File: src/rtl/riscv_pkg.sv
// Shared RV32 fetch-side definitions: opcode values, the canonical NOP and fetch FSM states.
package riscv_pkg;

    localparam logic [6:0]  OP_R      = 7'b0110011;
    localparam logic [6:0]  OP_I      = 7'b0010011;
    localparam logic [6:0]  OP_LOAD   = 7'b0000011;
    localparam logic [6:0]  OP_STORE  = 7'b0100011;
    localparam logic [6:0]  OP_BRANCH = 7'b1100011;
    localparam logic [6:0]  OP_JAL    = 7'b1101111;

    localparam logic [31:0] INSTR_NOP = 32'h0000_0013;

    typedef enum logic [1:0] {
        BOOT,
        RUN,
        FLUSH
    } fetch_state_t;

endpackage

File: src/rtl/sync_fifo.sv
// Synchronous FIFO with flush; push visible at head the cycle after the write (no bypass).
// No internal backpressure: the caller must not push when full or pop when empty.
module sync_fifo #(
    parameter int WIDTH = 64,
    parameter int DEPTH = 2,
    localparam int CW = $clog2(DEPTH + 1)
) (
    input  logic             clk,
    input  logic             reset_n,
    input  logic             push,
    input  logic [WIDTH-1:0] push_dat,
    input  logic             pop,
    input  logic             flush,
    output logic [WIDTH-1:0] head_dat,
    output logic             full,
    output logic             empty,
    output logic [CW-1:0]    count
);
    localparam int AW = (DEPTH > 1) ? $clog2(DEPTH) : 1;

    logic [WIDTH-1:0] mem_q [DEPTH];
    logic [AW-1:0]    wr_q;
    logic [AW-1:0]    rd_q;
    logic [CW-1:0]    cnt_q;

    function automatic logic [AW-1:0] ptr_inc(input logic [AW-1:0] p);
        return (p == AW'(DEPTH - 1)) ? '0 : p + AW'(1);
    endfunction

    always_ff @(posedge clk or negedge reset_n) begin
        if (!reset_n) begin
            wr_q  <= '0;
            rd_q  <= '0;
            cnt_q <= '0;
        end else if (flush) begin
            wr_q  <= '0;
            rd_q  <= '0;
            cnt_q <= '0;
        end else begin
            if (push) wr_q <= ptr_inc(wr_q);
            if (pop)  rd_q <= ptr_inc(rd_q);
            cnt_q <= cnt_q + CW'(push) - CW'(pop);
        end
    end

    // Storage needs no reset: the head is only meaningful while count is non-zero.
    always_ff @(posedge clk) begin
        if (push && !flush) mem_q[wr_q] <= push_dat;
    end

    assign head_dat = mem_q[rd_q];
    assign count    = cnt_q;
    assign empty    = (cnt_q == '0);
    assign full     = (cnt_q == CW'(DEPTH));

endmodule

File: src/rtl/fetch_unit.sv
// Instruction fetch: in-order imem requests, buffered words presented one cycle after return.
// Issues only while in-flight plus buffered words fit the buffer; redirect flushes wrong-path work.
module fetch_unit
    import riscv_pkg::*;
#(
    parameter int              XLEN       = 32,
    parameter logic [XLEN-1:0] RESET_PC   = '0,
    parameter int              FIFO_DEPTH = 2
) (
    input  logic            clk,
    input  logic            reset_n,
    output logic            imem_req_valid,
    input  logic            imem_req_ready,
    output logic [XLEN-1:0] imem_req_addr,
    input  logic            imem_rsp_valid,
    input  logic [31:0]     imem_rsp_data,
    input  logic            redirect,
    input  logic [XLEN-1:0] redirect_pc,
    output logic            instr_valid,
    input  logic            instr_ready,
    output logic [31:0]     instr,
    output logic [XLEN-1:0] instr_pc,
    output logic [XLEN-1:0] instr_pcplus4,
    output logic [6:0]      op,
    output logic [2:0]      funct3,
    output logic            funct7b5
);
    localparam int CW = $clog2(FIFO_DEPTH + 1);
    localparam int SW = CW + 1;
    localparam int FW = 32 + XLEN;

    fetch_state_t    state_q;
    logic [XLEN-1:0] fetch_pc_q, fetch_pc_d;
    logic [XLEN-1:0] resp_pc_q, resp_pc_d;
    logic [CW-1:0]   in_flight_q, in_flight_d;
    logic [CW-1:0]   drop_cnt_q, drop_cnt_d;

    logic            accept, push, pop;
    logic [XLEN-1:0] target_pc;
    logic [FW-1:0]   head_dat;
    logic            fifo_full, fifo_empty;
    logic [CW-1:0]   fifo_count;

    // Credit counts only registered state, so same-cycle pops/returns free nothing until next cycle.
    assign imem_req_valid = (state_q != BOOT) &&
                            (({1'b0, in_flight_q} + {1'b0, fifo_count}) < SW'(FIFO_DEPTH));
    assign imem_req_addr  = fetch_pc_q;
    assign accept         = imem_req_valid && imem_req_ready;
    assign pop            = instr_valid && instr_ready;
    assign push           = imem_rsp_valid && (drop_cnt_q == '0) && !redirect && !fifo_full;
    assign target_pc      = redirect_pc & ~XLEN'(3);

    always_comb begin
        fetch_pc_d  = fetch_pc_q;
        resp_pc_d   = resp_pc_q;
        drop_cnt_d  = drop_cnt_q;
        in_flight_d = in_flight_q + CW'(accept) - CW'(imem_rsp_valid);
        if (accept) fetch_pc_d = fetch_pc_q + XLEN'(4);
        if (push)   resp_pc_d  = resp_pc_q + XLEN'(4);
        if (imem_rsp_valid && (drop_cnt_q != '0)) drop_cnt_d = drop_cnt_q - CW'(1);
        // Everything still outstanding after this cycle belongs to the old path.
        if (redirect) begin
            fetch_pc_d = target_pc;
            resp_pc_d  = target_pc;
            drop_cnt_d = in_flight_d;
        end
    end

    always_ff @(posedge clk or negedge reset_n) begin
        if (!reset_n) begin
            state_q     <= BOOT;
            fetch_pc_q  <= RESET_PC;
            resp_pc_q   <= RESET_PC;
            in_flight_q <= '0;
            drop_cnt_q  <= '0;
        end else begin
            fetch_pc_q  <= fetch_pc_d;
            resp_pc_q   <= resp_pc_d;
            in_flight_q <= in_flight_d;
            drop_cnt_q  <= drop_cnt_d;
            case (state_q)
                BOOT:    state_q <= RUN;
                default: state_q <= (drop_cnt_d != '0) ? FLUSH : RUN;
            endcase
        end
    end

    sync_fifo #(
        .WIDTH (FW),
        .DEPTH (FIFO_DEPTH)
    ) u_ibuf (
        .clk      (clk),
        .reset_n  (reset_n),
        .push     (push),
        .push_dat ({resp_pc_q, imem_rsp_data}),
        .pop      (pop),
        .flush    (redirect),
        .head_dat (head_dat),
        .full     (fifo_full),
        .empty    (fifo_empty),
        .count    (fifo_count)
    );

    assign instr_valid   = !fifo_empty;
    assign instr         = fifo_empty ? INSTR_NOP : head_dat[31:0];
    assign instr_pc      = fifo_empty ? '0 : head_dat[FW-1:32];
    assign instr_pcplus4 = instr_pc + XLEN'(4);
    assign op            = instr[6:0];
    assign funct3        = instr[14:12];
    assign funct7b5      = instr[30];

endmodule
File: config.mk
export PLATFORM = sky130hd
export DESIGN_NAME = fetch_unit
export DESIGN_NICKNAME = d
export VERILOG_FILES = /design/src/rtl/riscv_pkg.sv /design/src/rtl/sync_fifo.sv /design/src/rtl/fetch_unit.sv
export SDC_FILE = /design/constraint.sdc
export NUM_CORES = 1
export LEC_CHECK = 0
export CAP_MARGIN = 20
export CORE_ASPECT_RATIO = 0.9
export CORE_UTILIZATION = 64
export DETAILED_ROUTE_END_ITERATION = 12
export DONT_BUFFER_PORTS = 1
export PLACE_DENSITY_LB_ADDON = 0.12
export SLEW_MARGIN = 0
export SYNTH_ARGS = -nofsm -noshare
export SYNTH_HDL_FRONTEND = slang
export SYNTH_HIERARCHICAL = 1
export SYNTH_SLANG_ARGS = --single-unit
File: constraint.sdc
create_clock -name clk -period 7.4 [get_ports clk]
set_clock_uncertainty 0.1 [all_clocks]
set_input_delay 1.48 -clock clk [delete_from_list [all_inputs] [get_ports clk]]
set_output_delay 1.48 -clock clk [all_outputs]
set_load 0.02 [all_outputs]
# ---- Word level (Yosys, flattened, before mapping)
# Memories as Yosys holds them, arrays and structs flattened.
# Cells that the tools add are included.
dict set report word_totals {
  ff_bits 74
  mem_bits_rw 128
  input_bits 70
  word_cells 61
  mem_count 1
}
dict set report classes {
  add_sub_neg 11
  order_cmp 1
  n_eq_ne 1
  mux 19
  n_reduce_logical 20
}
# name depth word_bits read_ports rd_clocked_by_memory_dff wr line
set mem_list {}
lappend mem_list {u_ibuf.mem_q 2 64 1 0 1 sync_fifo.sv:21} ;# logic [WIDTH-1:0] mem_q [DEPTH];
# op n
set ops {}
lappend ops {{two-way mux 32 bit} 6}
lappend ops {{adder 32 x 3 -> 32 bit, second input constant} 3}
lappend ops {{nonzero test 2 bit} 6}
lappend ops {{two-way mux 2 bit} 5}
lappend ops {{logical AND 1 bit} 8}
lappend ops {{two-way mux 1 bit} 8}
lappend ops {{zero test 2 bit} 3}
lappend ops {{adder 2 x 1 -> 2 bit} 2}
lappend ops {{subtractor 2 x 1 -> 2 bit} 2}
lappend ops {{adder 2 x 2 -> 3 bit} 1}
lappend ops {{zero test 1 bit} 3}
lappend ops {{< comparator 3 x 2 -> 1 bit, second input constant} 1}
lappend ops {{adder 1 bit, second input constant} 2}
lappend ops {{== test 2 bit, second input constant} 1}
lappend ops {{subtractor 2 x 1 -> 2 bit, second input constant} 1}

# ---- Longest topological paths before layout
dict set report depth {
  ltp_word 10
  depth_mapped 12
}

# ---- Modules after synthesis
# Netlist, hierarchy kept.
# mod instances cells_each area_per_inst_um2 seq_area_each_um2
set by_module_without_submodules {}
lappend by_module_without_submodules {sync_fifo 1 218 5041.1 3943.8}
lappend by_module_without_submodules {fetch_unit 1 551 4922.2 1651.6}

# ---- Worst setup path before layout
# OpenSTA, ideal clock, no wires.
dict set report synth_timing {
  path_type {input-to-reg}
  from {input redirect}
  to {memory u_ibuf.mem_q[0][0] (enable)}
  setup_ns 0.579
  arrival_ns 6.818
  required_ns 6.721
  path_slack_ns -0.097
  path_stages 4
  path_buffers 2
  path_cell_list {clkbuf_1 clkbuf_1 nor2_1 nor3b_1}
}
dict set report synth_via {
  elab_chain_cells 6
}
# item line
set synth_rtl {}
lappend synth_rtl {{start, declared} fetch_unit.sv:17} ;# input logic redirect,
lappend synth_rtl {{zero test 1 bit} fetch_unit.sv:50} ;# assign push = imem_rsp_valid && (drop_cnt_q == '0) && !redirect && !fifo_full;
lappend synth_rtl {{logical AND 1 bit (2 in a row)} fetch_unit.sv:50}
lappend synth_rtl {{named net push} fetch_unit.sv:38} ;# logic accept, push, pop;
lappend synth_rtl {{logical AND 1 bit} sync_fifo.sv:48} ;# if (push && !flush) mem_q[wr_q] <= push_dat;
lappend synth_rtl {{two-way mux 1 bit} sync_fifo.sv:48}
lappend synth_rtl {{two-way mux 1 bit (implied by the code)} sync_fifo.sv:48}
lappend synth_rtl {{end, declared} sync_fifo.sv:21}
# The timed path passes the listed nets, and every way through them passes these cells.

# ---- Worst setup path after layout
dict set report layout_timing {
  from {register u_ibuf.rd_q}
  to {output instr_pcplus4[30]}
}
dict set report layout_via {
  elab_chain_cells 3
}
# item line
set layout_rtl {}
lappend layout_rtl {{start, declared} sync_fifo.sv:23} ;# logic [AW-1:0] rd_q;
lappend layout_rtl {{start signal, assigned} sync_fifo.sv:41} ;# if (pop) rd_q <= ptr_inc(rd_q);
lappend layout_rtl {{memory read (2 x 64 bit)} -}
lappend layout_rtl {{named net head_dat[55]} fetch_unit.sv:40} ;# logic [FW-1:0] head_dat;
lappend layout_rtl {{two-way mux 32 bit} fetch_unit.sv:106} ;# assign instr_pc = fifo_empty ? '0 : head_dat[FW-1:32];
lappend layout_rtl {{named net instr_pc[23]} fetch_unit.sv:22} ;# output logic [XLEN-1:0] instr_pc,
lappend layout_rtl {{adder 32 x 3 -> 32 bit} fetch_unit.sv:107} ;# assign instr_pcplus4 = instr_pc + XLEN'(4);
lappend layout_rtl {{end, declared} fetch_unit.sv:23} ;# output logic [XLEN-1:0] instr_pcplus4,
# The timed path passes the listed nets, and every way through them passes these cells.

==> run summary <==
Main synth FF type: edfxtp_1
status: finished clean
Seq pwr share: 0.383
Iter 0 DRT Violations: 493
switching power: 1.54 mW
Arr. time, crit path: 4050 ps
Synth area leader: edfxtp_1
WP data required: 5820 ps
initial antenna violation count: 0
Worst Tran Pin Value: 841 ps
Total Routing Usage GR: 0.260
Area contributors post-synth: edfxtp_1 39%, dfrtp_1 18%, mux2_4 7.5%
CTS tree: built
Ys Warns: 6
final net count: 837
Clock Path Buffers: 2
Final setup violation count: 0
Clock Sink Count: 198
Yosys top cell area share: 0.386
TNS Setup: 0 ps
reg2reg start: u_ibuf/count[0]
die area: 16,100 um2
GP Congestion: 0.873
clk_lat worst skew: 440 ps
router iterations before antenna repair: 5
postcts setup bufs: 0
IO Pins: 211
power per cell area: 353 nW/um2
Worst-path clk slew: 70 ps
crit end category: output pin
starting density of the core: 0.665
post-route minimum period: 5630 ps
Post-synth top cells: 128 x edfxtp_1, 70 x dfrtp_1, 58 x nor2b_1
syn avg cell area: 13.0 um2
gr ovfl total: 0
Hold-fix buffers, CTS: 0
Clk pwr share: 0.241
register area share after synthesis: 0.562
WL/cell: 20.7 um
Core ar.: 15,000 um2
first-pass GRT wire length: 31,400 um
fraction of layout cells with a size suffix above 1: 0.198
DRT antenna net count: 0
count leader, synth: edfxtp_1
Final Hold Fails: 0
unrepaired setup endpoints after global routing: no
CP max FO: 43
Resize count post-CTS: 0
TritonCTS buffer count: 17
IO Port Bufs: 0
total wire length: 20,100 um
Area growth syn-to-layout: 6.67%
Final HPWL DP: 14,200 um
Hold Path Class: reg2reg
max cap viols: 0
CTS root buf: clkbuf_16
crit path from: u_ibuf/rd_q
Int Power: 2.21 mW
ys async rst share: 0.354
largest net degree at the start of global routing: 72
fin crit share: 0.761
htree depth: 4
count of different cell masters after synthesis: 58
Die Y: 120 um
synthesized area: 9960 um2
vias in the first global route: 5,979
fmax: 178 MHz
Synth Register Bits: 198
row cnt: 42
total power: 3.75 mW
FF-to-FF setup slack: 4440 ps
CP Launch Type: flip-flop
Relative slew margins: 0.434
LEAKAGE: 3.87 nW
worst vdd ir: 0.240 mV
Die Wd: 134 um
crit path kind: reg2out
Via density: 6.12
Worst Hold Launch: resp_pc_q[31]
number of remaining DRC errors: 0
Sw Ratio: 0.410
Post-Synthesis Cells: 769
number of flops mapped to enable cells by yosys: 128
vias: 5,933
Comb power frac: 0.376
Max Slew Vio Count: 0
==> state kept, by name (all words and copies together) (netlist names) <==
name	count
resp_pc_q	30
imem_req_addr	30
u_ibuf/count	2
u_ibuf/mem_q	128
u_ibuf/wr_q	1
drop_cnt_q	2
state_q	2
in_flight_q	2
u_ibuf/rd_q	1
==> layout by cell type (no fill, tap or decap), types with 14 or more instances in the layout <==
cell type | synthesis | layout
nand2_1 | 35 | 35
nand4_1 | 19 | 19
mux2_4 | 50 | 50
edfxtp_1 | 128 | 128
nor4_1 | 19 | 19
mux2_2 | 47 | 47
xor2_1 | 37 | 37
nor2_1 | 37 | 36
xnor2_1 | 47 | 47
dfrtp_1 | 70 | 69
inv_1 | 19 | 19
nor2b_1 | 58 | 58
clkbuf_16 | 0 | 17
nor3_1 | 14 | 14
nand3_1 | 33 | 33
==> through the flow <==
step / cells / hold WS (ps) / util / instance area, um2 / setup slack, ps
6_report: 970 / 388 / 0.710 / 10600 / 1770
2_1_floorplan: 774 / 358 / - / 9990 / 2190
5_1_grt: 969 / 407 / 0.709 / 10600 / 1570
3_5_place_dp: 936 / 381 / 0.669 / 10000 / 2210
4_1_cts: 968 / 390 / 0.708 / 10600 / 1730
3_3_place_gp: 936 / 374 / 0.669 / 10000 / 2260
==> cell families (layout without fill, tap and decap cells) <==
logic type	Yosys count	after routing	share of synthesized area
AO/OA/AOI/OAI	38	38	0.0237
XOR/XNOR	85	85	0.0761
adder cells (fa/ha/maj)	9	9	0.0121
buffers and inverters	61	58	0.0343
flip-flops	198	198	0.562
multiplexers	100	100	0.131
other	1	7	0.000376
AND/OR/NAND/NOR	277	277	0.160
==> power groups by stage <==
stage	combinational, mW	clock, mW	sequential (mW)
floorplan	1.31	0	1.40
global route	1.51	0.960	1.45
finish	1.41	0.904	1.44
detailed placement	1.41	0	1.46
global placement	1.38	0	1.45
CTS	1.42	0.922	1.44
==> metal layers <==
layer | share of wire | vias up | track usage
li1 | - | 2728 | -
met1 | 0.41 | 2892 | 0.335
met2 | 0.47 | 273 | 0.415
met3 | 0.091 | 40 | 0.0725
met4 | 0.025 | 0 | 0.109
met5 | 0 | - | 0
==> critical path, stage by stage (launching register included) <==
cell and delay [ps]:
dfrtp_4 700, buf_4 650, mux2_2 270, nor2b_1 520, and4_1 340, nand4_1 200
nor4_1 470, xor2_1 420
==> area by class of cell <==
class	count	area [um2]
diodes	1	2.50
clock buffers	17	425
clock inverters	15	155
fillers	1039	4350
inverters	20	75.1
multi-input cells	515	4070
flip-flops and latches	198	5600
well taps	198	248
repair buffers	6	57.6
==> final timing paths <==
| check | to | cells after the start |
|---|---|---|
| worst max-delay path | instr_pcplus4[30] | 7 |
| worst min-delay path | u_ibuf/mem_q[0][63] | 0 |
| worst max register to register | state_q[0] | 12 |
| worst min register to register | u_ibuf/mem_q[0][63] | 0 |
| max in group asynchronous | u_ibuf/rd_q | 0 |
| min in group asynchronous | imem_req_addr[8] | 0 |
Note: power is estimated with default switching activity, not from simulation.
